==> config.mk <==
export PLATFORM = sky130hd
export DESIGN_NAME = spi_tx
export DESIGN_NICKNAME = d
export VERILOG_FILES = /design/src/rtl/spi_pkg.sv /design/src/rtl/spi_tx.sv
export SDC_FILE = /design/constraint.sdc
export NUM_CORES = 1
export LEC_CHECK = 0
export BUFFER_PORTS_ARGS = -buffer_cell sky130_fd_sc_hd__buf_4
export CAP_MARGIN = 20
export CORE_ASPECT_RATIO = 0.6
export CORE_MARGIN = 2
export CORE_UTILIZATION = 44
export DETAILED_ROUTE_END_ITERATION = 10
export PLACE_DENSITY = 0.72
export SLEW_MARGIN = 5
export SYNTH_ARGS = -nofsm -noshare
export SYNTH_HDL_FRONTEND = slang
export SYNTH_SLANG_ARGS = --single-unit
==> constraint.sdc <==
create_clock -name clk_in -period 5.4 [get_ports clk_in]
set_input_delay 0 -clock clk_in [delete_from_list [all_inputs] [get_ports clk_in]]
set_output_delay 0 -clock clk_in [all_outputs]
set_load 0.005 [all_outputs]
==> src/rtl/spi_pkg.sv <==
// spi_pkg: shared state encoding and timing limits for the SPI transmitter
package spi_pkg;
   typedef enum logic [2:0] {IDLE, SETUP, CLK_HIGH, CLK_LOW, HOLD, GAP} spi_tx_state_t;
   localparam int SPI_MIN_HALF = 4;
endpackage

==> src/rtl/spi_tx.sv <==
// spi_tx: MSB-first SPI controller transmitter, idle-low DCLK, active-low select
module spi_tx
   import spi_pkg::*;
#(
   parameter int DATA_WIDTH = 8,
   parameter int DCLK_HALF  = 4,
   parameter int GAP_CYCLES = 8
) (
   input  logic                  clk_in,
   input  logic                  rst_n_in,
   input  logic [DATA_WIDTH-1:0] data_in,
   input  logic                  trigger_in,
   output logic                  ready_out,
   output logic                  done_out,
   output logic                  chip_data_out,
   output logic                  chip_clk_out,
   output logic                  chip_sel_out
);
   localparam int CMAX = DCLK_HALF > GAP_CYCLES ? DCLK_HALF : GAP_CYCLES;
   localparam int CW   = $clog2(CMAX + 1);
   localparam int BW   = $clog2(DATA_WIDTH);

   if (DCLK_HALF < SPI_MIN_HALF || GAP_CYCLES < 1 || DATA_WIDTH < 2) begin : g_bad_params
      $error("spi_tx: illegal parameters");
   end

   spi_tx_state_t         state_q, state_d;
   logic [CW-1:0]         cnt_q, cnt_d;
   logic [BW-1:0]         bit_q, bit_d;
   logic [DATA_WIDTH-1:0] sh_q, sh_d;
   logic                  ready_q, ready_d, done_q, done_d;
   logic                  dat_q, dat_d, sclk_q, sclk_d, sel_q, sel_d;
   logic                  accept, tc_half, tc_gap, last;

   assign accept  = state_q == IDLE && trigger_in;
   assign tc_half = cnt_q == CW'(DCLK_HALF - 1);
   assign tc_gap  = cnt_q == CW'(GAP_CYCLES - 1);
   assign last    = bit_q == BW'(DATA_WIDTH - 1);

   always_ff @(posedge clk_in or negedge rst_n_in) begin
      if (!rst_n_in) begin
         state_q <= IDLE;
         cnt_q   <= '0;
         bit_q   <= '0;
         sh_q    <= '0;
         ready_q <= 1'b1;
         done_q  <= 1'b0;
         dat_q   <= 1'b0;
         sclk_q  <= 1'b0;
         sel_q   <= 1'b1;
      end else begin
         state_q <= state_d;
         cnt_q   <= cnt_d;
         bit_q   <= bit_d;
         sh_q    <= sh_d;
         ready_q <= ready_d;
         done_q  <= done_d;
         dat_q   <= dat_d;
         sclk_q  <= sclk_d;
         sel_q   <= sel_d;
      end
   end

   always_comb begin
      state_d = state_q;
      case (state_q)
         IDLE:     state_d = accept ? SETUP : IDLE;
         SETUP:    state_d = tc_half ? CLK_HIGH : SETUP;
         CLK_HIGH: state_d = tc_half ? (last ? HOLD : CLK_LOW) : CLK_HIGH;
         CLK_LOW:  state_d = tc_half ? CLK_HIGH : CLK_LOW;
         HOLD:     state_d = tc_half ? GAP : HOLD;
         GAP:      state_d = tc_gap ? IDLE : GAP;
         default:  state_d = IDLE;
      endcase
      // counter restarts on every state change so it never wraps inside a state
      cnt_d = (state_d != state_q || state_q == IDLE) ? '0 : cnt_q + CW'(1);
   end

   always_comb begin
      sh_d    = sh_q;
      bit_d   = bit_q;
      dat_d   = dat_q;
      sclk_d  = sclk_q;
      sel_d   = sel_q;
      ready_d = ready_q;
      done_d  = 1'b0;
      case (state_q)
         IDLE: if (accept) begin
            sh_d    = data_in;
            bit_d   = '0;
            sel_d   = 1'b0;
            dat_d   = data_in[DATA_WIDTH-1];
            ready_d = 1'b0;
         end
         SETUP, CLK_LOW: if (tc_half) sclk_d = 1'b1;
         CLK_HIGH: if (tc_half) begin
            sclk_d = 1'b0;
            if (!last) begin
               dat_d = sh_q[DATA_WIDTH-2];
               sh_d  = {sh_q[DATA_WIDTH-2:0], 1'b0};
               bit_d = bit_q + BW'(1);
            end
         end
         HOLD: if (tc_half) begin
            sel_d  = 1'b1;
            dat_d  = 1'b0;
            done_d = 1'b1;
         end
         GAP: if (tc_gap) ready_d = 1'b1;
         default: ;
      endcase
   end

   assign ready_out     = ready_q;
   assign done_out      = done_q;
   assign chip_data_out = dat_q;
   assign chip_clk_out  = sclk_q;
   assign chip_sel_out  = sel_q;
endmodule
==> reports/results.ini, run 1 <==
[outcome]
status=finished, final reports clean

[placed_design]
placed_area_um2=1310
portBuffers=15
pre_cts_slack_ns=3.48
dp_cells=153
hpwl_um=1660
globalplace.congestion=0.798

[setup_path]
reg2reg_to=chip_data_out
cp_num_cells=6
cp_num_buf_inv=0
worstReg2RegStart=bit_q[0]
worst_setup_path_start_kind=flip-flop
reg2reg_depth=6
cp-startpoint=bit_q[0]
critPathKind=reg2reg
critPathArrivalTime_ns=2.09
crit_chain=ha_1 -> ha_1 -> nor4b_4 -> a2bb2oi_2 -> nand2b_2 -> mux2_2
path_common_cell=ha_1
crit_path_end=chip_data_out
reg2reg_slack_ns=3.46
required_ns=5.55
worst_setup_path_end_kind=flip-flop
cp_slowest_cell=dfrtp_1
crit_family=adder cells
path_max_fanout=5
max_stage_delay_ns=0.42

[timing]
min_period_ns=1.94
timing.final.crit_share_pct=35.9
relSlewSlack_pct=70.9
finalHoldViolations=0
fin_skew_ns=0.00142
setup_slack_ns=3.46
max_slew.worst_pin.slew_ns=0.434
rsz0062_at_grt=no
max_freq_ghz=0.516
finalSetupTns_ns=0
drv_slew=0
finalSetupViolCount=0

[cts]
clk_path_buf_depth=2
clk_latency_ns=0.26
clk_pin_slew_ns=0.08
clockRootBuffer=clkbuf_8
cts_sinks=22
post_cts_buffers=0
cts_buffers=3
cts_tree=done
htree_levels=1
cts_resized=0
postCtsHoldBufs=2

[power]
p_leak_nw=0.611
vdd_drop_max_mv=0.223
power-per-cell-area_nw_per_um2=504

[global_routing]
grt_max_degree=23
grt-ovfl-total=0
grt_pass1_wl_um=3880
antenna_found_initial=0
grt_pass1_vias=810
grt_usage_pct=15.9

[detailed_routing]
wl_um=2230
initialDrtViolationCount=75
postRouteAntennaNets=0
viasPerCell=5.31
vias=844
drt-pass1-iter-count=4
route.detailed.drc=0
wire_per_inst_um=14.0

[synthesis]
synthFlopType=dfrtp_1
syn-cell-area_um2=1210
synth_warnings=0
syn_inst=111
ys_seq_area_share_pct=45.7
yosys_register_bits=22
postSynthAreaPerCell_um2=10.9
synth_nets=125
synthArstFlopShare_pct=100
synth_cell_types=36
synth_edf_count=0

[floorplanning]
die_x_um=71.7
row_count=14
die_area_um2=3200
initial_core_util_pct=47.3
core_area_um2=2560
die_h_um=44.6
io_pins=16

[finish]
final_layout_size_suffix_gt1_share_pct=36.2
final_area_um2=1380
final_cells=159
fillCellCount=232
area_growth_pct=13.7
fin_nets=142
diodes=0

[hold_path]
min_path_type=in2reg

[flow_run]
cap_violations=0

-- synthesized netlist by cell type, drive strengths merged, types with 3 or more instances --
cell,number,area (um^2)
mux2i,6,60.1
buf,6,63.8
a21oi,3,15.0
inv,3,11.3
o21ai,12,93.8
nor3b,3,33.8
ha,3,37.5
nand2,18,90.1
dfrtp,20,500
nor2,9,33.8
-- flip-flops by register name, indices dropped and copies added, names as in the netlist --
signal and flops:
chip_sel_out 1, ready_out 1, chip_data_out 1, chip_clk_out 1, cnt_q 4, state_q 3
sh_q 7, bit_q 3, done_out 1
-- how the worst min path moves through the flow --
stage / start / endpoint / slack [ns] / cells after the start
finish: data_in[1] / sh_q[1] / 0.004 / 3
global route: data_in[4] / sh_q[4] / 0.002 / 3
CTS: data_in[4] / sh_q[4] / 0.0007 / 3
detailed placement: rst_n_in / cnt_q[3] / -0.09 / 1
global placement: rst_n_in / cnt_q[1] / -0.1 / 1
floorplan: rst_n_in / bit_q[0] / -0.30 / 0
-- metal layers --
layer	vias up	share of wire, %	track usage [%]
met5	-	0	0
met4	0	0.45	1.13
met3	2	3.3	5.47
met2	10	45	24.4
met1	408	51	22.9
li1	424	-	-
-- report_power, final --
group	internal, mW	total, mW	switching, mW
sequential	0.224	0.295	0.0715
combinational	0.146	0.292	0.146
clock	0.0526	0.106	0.0529
total	0.422	0.693	0.271
-- kinds of logic after synthesis --
logic type | after synthesis | share of synthesized area (%)
mux | 7 | 5.89
simple gates | 41 | 20.4
fa+ha+maj | 3 | 3.10
compound gates | 26 | 17.0
buf+inv | 10 | 6.51
flops | 22 | 45.7
xor+xnor | 2 | 1.45
-- worst min-delay path, delay by kind of cell --
| kind | cells | cell delay, ns |
|---|---|---|
| buffers and inverters | 1 | 0.07 |
| multiplexers | 1 | 0.06 |
| AO/OA/AOI/OAI | 1 | 0.10 |
-- through the flow --
step	total power, mW	utilization [%]	hold WS (ns)
after floorplan	0.540	-	-0.296
after global placement	0.580	51.2	-0.0962
after detailed placement	0.589	51.2	-0.0924
after CTS	0.699	53.8	0.000711
after global routing	0.743	53.8	0.00158
final	0.693	53.8	0.00353
-- cell type report --
| type | instances | area (um^2) | share of cell area, % |
|---|---|---|---|
| inverters | 3 | 11.3 | 0.819 |
| repair buffers | 19 | 148 | 10.7 |
| flip-flops and latches | 22 | 553 | 40.2 |
| clock buffers | 4 | 45.0 | 3.28 |
| multi-input cells | 79 | 578 | 42.0 |
| well taps | 32 | 40.0 | 2.91 |
-- cells in the final DEF, fill, tap and decap left out --
cell,netlist,routed
dfrtp_1,20,20
a31oi_1,2,2
buf_4,0,17
and3_1,1,1
clkbuf_1,1,1
nor2b_1,2,2
a2bb2oi_2,1,1
dlygate4sd3_1,0,2
dfstp_2,2,2
nor3_1,2,2
a22oi_1,1,1
nand2b_1,1,1
xor2_1,1,1
a32o_1,2,2
clkbuf_8,0,3
o21ai_2,9,9
nor3b_4,1,1
o211ai_1,1,1
a22o_1,2,2
or3b_4,1,1
xnor2_1,1,1
a21oi_1,3,3
mux2_2,1,1
nor3b_1,2,2
o21a_1,1,1
inv_1,3,3
ha_1,3,3
o221ai_1,1,1
nor2_1,9,9
mux2i_1,6,6
nand3_1,2,2
o21ai_0,3,3
nand2b_2,1,1
nand2_1,9,9
nor4b_4,1,1
nand2_2,9,9
No activity file was read; power rests on OpenSTA's default activity.
==> run 2: changes to the inputs <==
- PLACE_DENSITY: 0.72 -> 0.74
- clock period: 5.4 -> 1.65 ns (I/O delays scaled with it)
==> run 2 against run 1 <==
- clock power rose to 3.7 times the previous value
- register-to-register slack got worse by 3.5 ns
- die area unchanged
- the flow now finishes with violations (negative setup slack)
- first-iteration DRC count increased by 15%
- maximum frequency is 17% higher
- combinational power grew to 4.1 times the previous value
- largest power group is now combinational logic
- critical path type unchanged
- power rose to 3.6 times the previous value
- non-clock buffer count up 14
==> reports/results.ini, run 2 (synthesized netlist as in run 1, its figures left out) <==
[outcome]
status=finished, violations left
violations=negative setup slack

[setup_path]
worst_setup_path_end_kind=flip-flop
critPathArrivalTime_ns=1.82
reg2reg_to=chip_data_out
worstReg2RegStart=bit_q[0]
worst_setup_path_start_kind=flip-flop
reg2reg_depth=6
reg2reg_slack_ns=-0.007
path_max_fanout=3
critPathKind=reg2reg
required_ns=1.81

[floorplanning]
core_area_um2=2560
die_area_um2=3200
initial_core_util_pct=47.3
row_count=14
io_pins=16
die_h_um=44.6
die_x_um=71.7

[detailed_routing]
postRouteAntennaNets=0
viasPerCell=5.23
wl_um=2360
wire_per_inst_um=13.6
route.detailed.drc=0
initialDrtViolationCount=86
vias=904
drt-pass1-iter-count=4

[timing]
finalSetupViolCount=1
max_freq_ghz=0.604
min_period_ns=1.66
drv_slew=0
rsz0062_at_grt=yes
relSlewSlack_pct=77.4
finalHoldViolations=0
timing.final.crit_share_pct=100
fin_skew_ns=0.00179
max_slew.worst_pin.slew_ns=0.338
finalSetupTns_ns=-0.00686
setup_slack_ns=-0.00686

[power]
total_power_mw=2.50
pwr-share-comb_pct=47.5
power-per-cell-area_nw_per_um2=1640
p_leak_nw=0.685
switching_power_mw=0.922
cell_internal_pwr_mw=1.57
sw_frac_of_total_pct=36.9
pwr-share-clk_pct=15.9
vdd_drop_max_mv=0.755
p_seq_share_pct=36.6

[hold_path]
hold_end=sh_q[2]
whs_path_depth=3
min_path_type=in2reg
min_from=data_in[2]

[global_routing]
grt_pass1_wl_um=4010
grt_usage_pct=17.4
antenna_found_initial=0
grt-ovfl-total=0
grt_pass1_vias=826
grt_max_degree=23

[finish]
fin_nets=156
diodes=0
fillCellCount=231
final_common_cell=buf_4
final_layout_size_suffix_gt1_share_pct=45.4
largest_reg_flops=7
reg.largest.list=sh_q (7), cnt_q (4)
regArea_um2=553
area_growth_pct=25.7
top_register=sh_q
layout_common_cells=buf_4 (29), dfrtp_1 (20), o21ai_2 (10)
multiInputGateArea_um2=603

[cts]
clk_latency_ns=0.27
clk_pin_slew_ns=0.08
cts_buffers=3
clockRootBuffer=clkbuf_8
cts_tree=done
htree_levels=1
clk_path_buf_depth=2
cts_sinks=22
post_cts_buffers=0

[placed_design]
hpwl_um=1760
globalplace.congestion=0.858
portBuffers=15

[flow_run]
cap_violations=0

[run 2: area by class of cell]
| type | instances | share of cell area, % |
|---|---|---|
| clock buffers | 4 | 3.62 |
| inverters | 3 | 0.740 |
| multi-input cells | 79 | 39.6 |
| flip-flops and latches | 22 | 36.3 |
| well taps | 32 | 2.63 |
| repair buffers | 33 | 17.0 |
[run 2: worst max-delay path, stage by stage (launching register included)]
cell and delay (ns):
dfrtp_1 0.39, ha_2 0.20, ha_4 0.16, nor4b_4 0.26, a2bb2oi_2 0.14, nand2b_2 0.11
mux2_4 0.29
[run 2: how the worst max path moves through the flow]
stage,from,endpoint,depth (start not counted)
3_3_place_gp,bit_q[1],chip_data_out,6
4_1_cts,bit_q[0],chip_data_out,6
5_1_grt,bit_q[0],chip_data_out,6
3_5_place_dp,bit_q[1],bit_q[1],6
6_report,bit_q[0],chip_data_out,6
2_1_floorplan,bit_q[0],chip_data_out,6
[run 2: power groups by stage]
stage                     Clock [mW]  Sequential [mW]  Combinational, mW
final                          0.396            0.915               1.19
after global routing           0.428            0.946               1.32
after CTS                      0.407            0.914               1.17
after detailed placement           0            0.923               1.16
after global placement             0            0.915               1.13
after floorplan                    0            0.866              0.926
[run 2: timing repair]
action / in CTS / in global routing
hold endpoints to repair: 24 / 0
setup endpoints to repair: 8 / 11
pin swaps: 3 / 3
resized for setup: 1 / 3
hold buffers: 3 / 0
[run 2: metal layers]
metal	vias up	GRT usage [%]	part of all wire (%)
met5	-	0	0
met4	0	6.79	1.5
met3	4	5.47	4.4
met2	17	23.3	41
met1	433	25.7	53
li1	450	-	-
[run 2: through the flow]
stage | instance area [um^2] | hold WS [ns] | std cells | setup WS, ns | util (%)
floorplan | 1230 | -0.296 | 111 | -0.0331 | -
global placement | 1430 | -0.0990 | 166 | 0.0272 | 55.8
detailed placement | 1430 | -0.0931 | 166 | -0.0608 | 55.8
CTS | 1520 | 0.00370 | 173 | -0.0241 | 59.2
global route | 1520 | 0.0124 | 173 | -0.0835 | 59.5
finish | 1520 | 0.00763 | 173 | -0.00686 | 59.5
==> run 3: changes to the inputs <==
- PLACE_DENSITY: 0.74 -> 0.64
==> run 3 against run 2 <==
- the flow now finishes without violations
- core utilization increased by 2.2 points
- via count increased by 1.2%
- sequential power decreased by 2%
- clock power increased by 28%
- register-to-register slack improved by 0.02 ns
- maximum frequency increased by 0.92%
- sequential share of layout area decreased by 1.3 points
- critical path type unchanged
- critical path depth unchanged
- final area increased by 3.7%
==> reports/results.ini, run 3 (synthesized netlist as in run 1, its figures left out) <==
[outcome]
status=finished, final reports clean

[setup_path]
worstReg2RegStart=bit_q[0]
reg2reg_slack_ns=0.008
path_max_fanout=3
worst_setup_path_start_kind=flip-flop
crit_path_end=chip_data_out
cp-startpoint=bit_q[0]
critPathArrivalTime_ns=1.80
worst_setup_path_end_kind=flip-flop
reg2reg_to=chip_data_out
critPathKind=reg2reg
required_ns=1.81
reg2reg_depth=6

[power]
p_leak_nw=0.713
power-per-cell-area_nw_per_um2=1700
vdd_drop_max_mv=0.738

[cts]
clk_pin_slew_ns=0.08
clk_path_buf_depth=2
cts_buffers=3
clk_latency_ns=0.27
clockRootBuffer=clkbuf_8
htree_levels=1
cts_sinks=22
cts_tree=done

[detailed_routing]
vias=915
route.detailed.drc=0
viasPerCell=5.17
initialDrtViolationCount=54
postRouteAntennaNets=0
drt-pass1-iter-count=4
wl_um=2510
wire_per_inst_um=14.2

[global_routing]
grt_pass1_vias=868
use_met1_pct=26.4
grt_usage_pct=18.4
met3_usage_pct=6.61
antenna_found_initial=0
busiest_layer=met2
grt_max_degree=23
met2_usage_pct=27.0
grt_pass1_wl_um=4320
grt-ovfl-total=0

[floorplanning]
core_area_um2=2560
initial_core_util_pct=47.3
die_x_um=71.7
row_count=14
die_h_um=44.6
io_pins=16
die_area_um2=3200

[finish]
largest_reg_flops=7
regArea_um2=553
final_util_pct=61.7
multiInputGateArea_um2=603
layout_common_cells=buf_4 (30), dfrtp_1 (20), o21ai_2 (10)
area_growth_pct=30.4
fin_nets=160
fillCellCount=219
final_cells=177
final_area_um2=1580
reg.largest.list=sh_q (7), cnt_q (4)
final_common_cell=buf_4
final_layout_size_suffix_gt1_share_pct=46.2
top_register=sh_q
diodes=0

[hold_path]
min_path_type=in2reg

[timing]
rsz0062_at_grt=yes
hold_slack_ns=0.00251
finalSetupViolCount=0
min_period_ns=1.64
timing.final.crit_share_pct=99.5
relSlewSlack_pct=75.3
fin_skew_ns=0.00526
max_freq_ghz=0.609
drv_slew=0
max_slew.worst_pin.slew_ns=0.369
finalHoldViolations=0

[placed_design]
globalplace.congestion=0.815
dp_cells=167
placed_area_um2=1430
hpwl_um=1830
portBuffers=15

[flow_run]
cap_violations=0

## run 3: critical path, stage by stage (launching register included)
cell	delay, ns
dfrtp_1	0.39
ha_2	0.20
ha_4	0.17
nor4b_4	0.24
a2bb2oi_2	0.13
nand2b_2	0.11
mux2_4	0.30
## run 3: routing by layer
| layer | part of all wire, % | vias up |
|---|---|---|
| met5 | 0 | - |
| met4 | 0 | 0 |
| met3 | 4.9 | 0 |
| met2 | 44 | 26 |
| met1 | 51 | 434 |
| li1 | - | 455 |
## run 3: layout make-up
type,instances,share of cell area [%]
Multi-Input combinational cell,79,38.2
Sequential cell,22,35.1
Tap cell,32,2.54
Timing Repair Buffer,37,19.0
Inverter,3,0.714
Clock buffer,3,2.62
Clock inverter,1,1.90
## run 3: per-stage QoR
stage / setup WS [ns] / total power [mW] / setup TNS (ns)
finish: 0.00831 / 2.68 / 0
global route: -0.0443 / 2.87 / -0.143
CTS: -0.00107 / 2.64 / -0.00107
detailed placement: -0.0700 / 2.10 / -0.221
global placement: -0.0100 / 2.06 / -0.0289
floorplan: -0.0331 / 1.79 / -0.234
## run 3: repair_timing
action	in CTS	in global routing
endpoints found under the setup margin	6	8
pin swaps	3	2
setup buffers	0	2
hold buffers	4	0
resized for setup	2	5
endpoints found under the hold margin	25	0
cloned	0	0
## run 3: power by group
part	leakage [nW]	internal, mW	switching, mW
clock	0.0357	0.324	0.182
sequential	0.272	0.733	0.167
combinational	0.405	0.669	0.600
## run 3: worst min path at each step
stage,startpoint,endpoint,slack [ns],cells past startpoint
floorplan,rst_n_in,bit_q[0],-0.30,0
global placement,rst_n_in,cnt_q[0],-0.1,1
detailed placement,rst_n_in,cnt_q[0],-0.09,1
CTS,data_in[1],sh_q[1],0.002,3
global route,data_in[2],sh_q[2],0.006,3
finish,data_in[6],sh_q[6],0.003,3
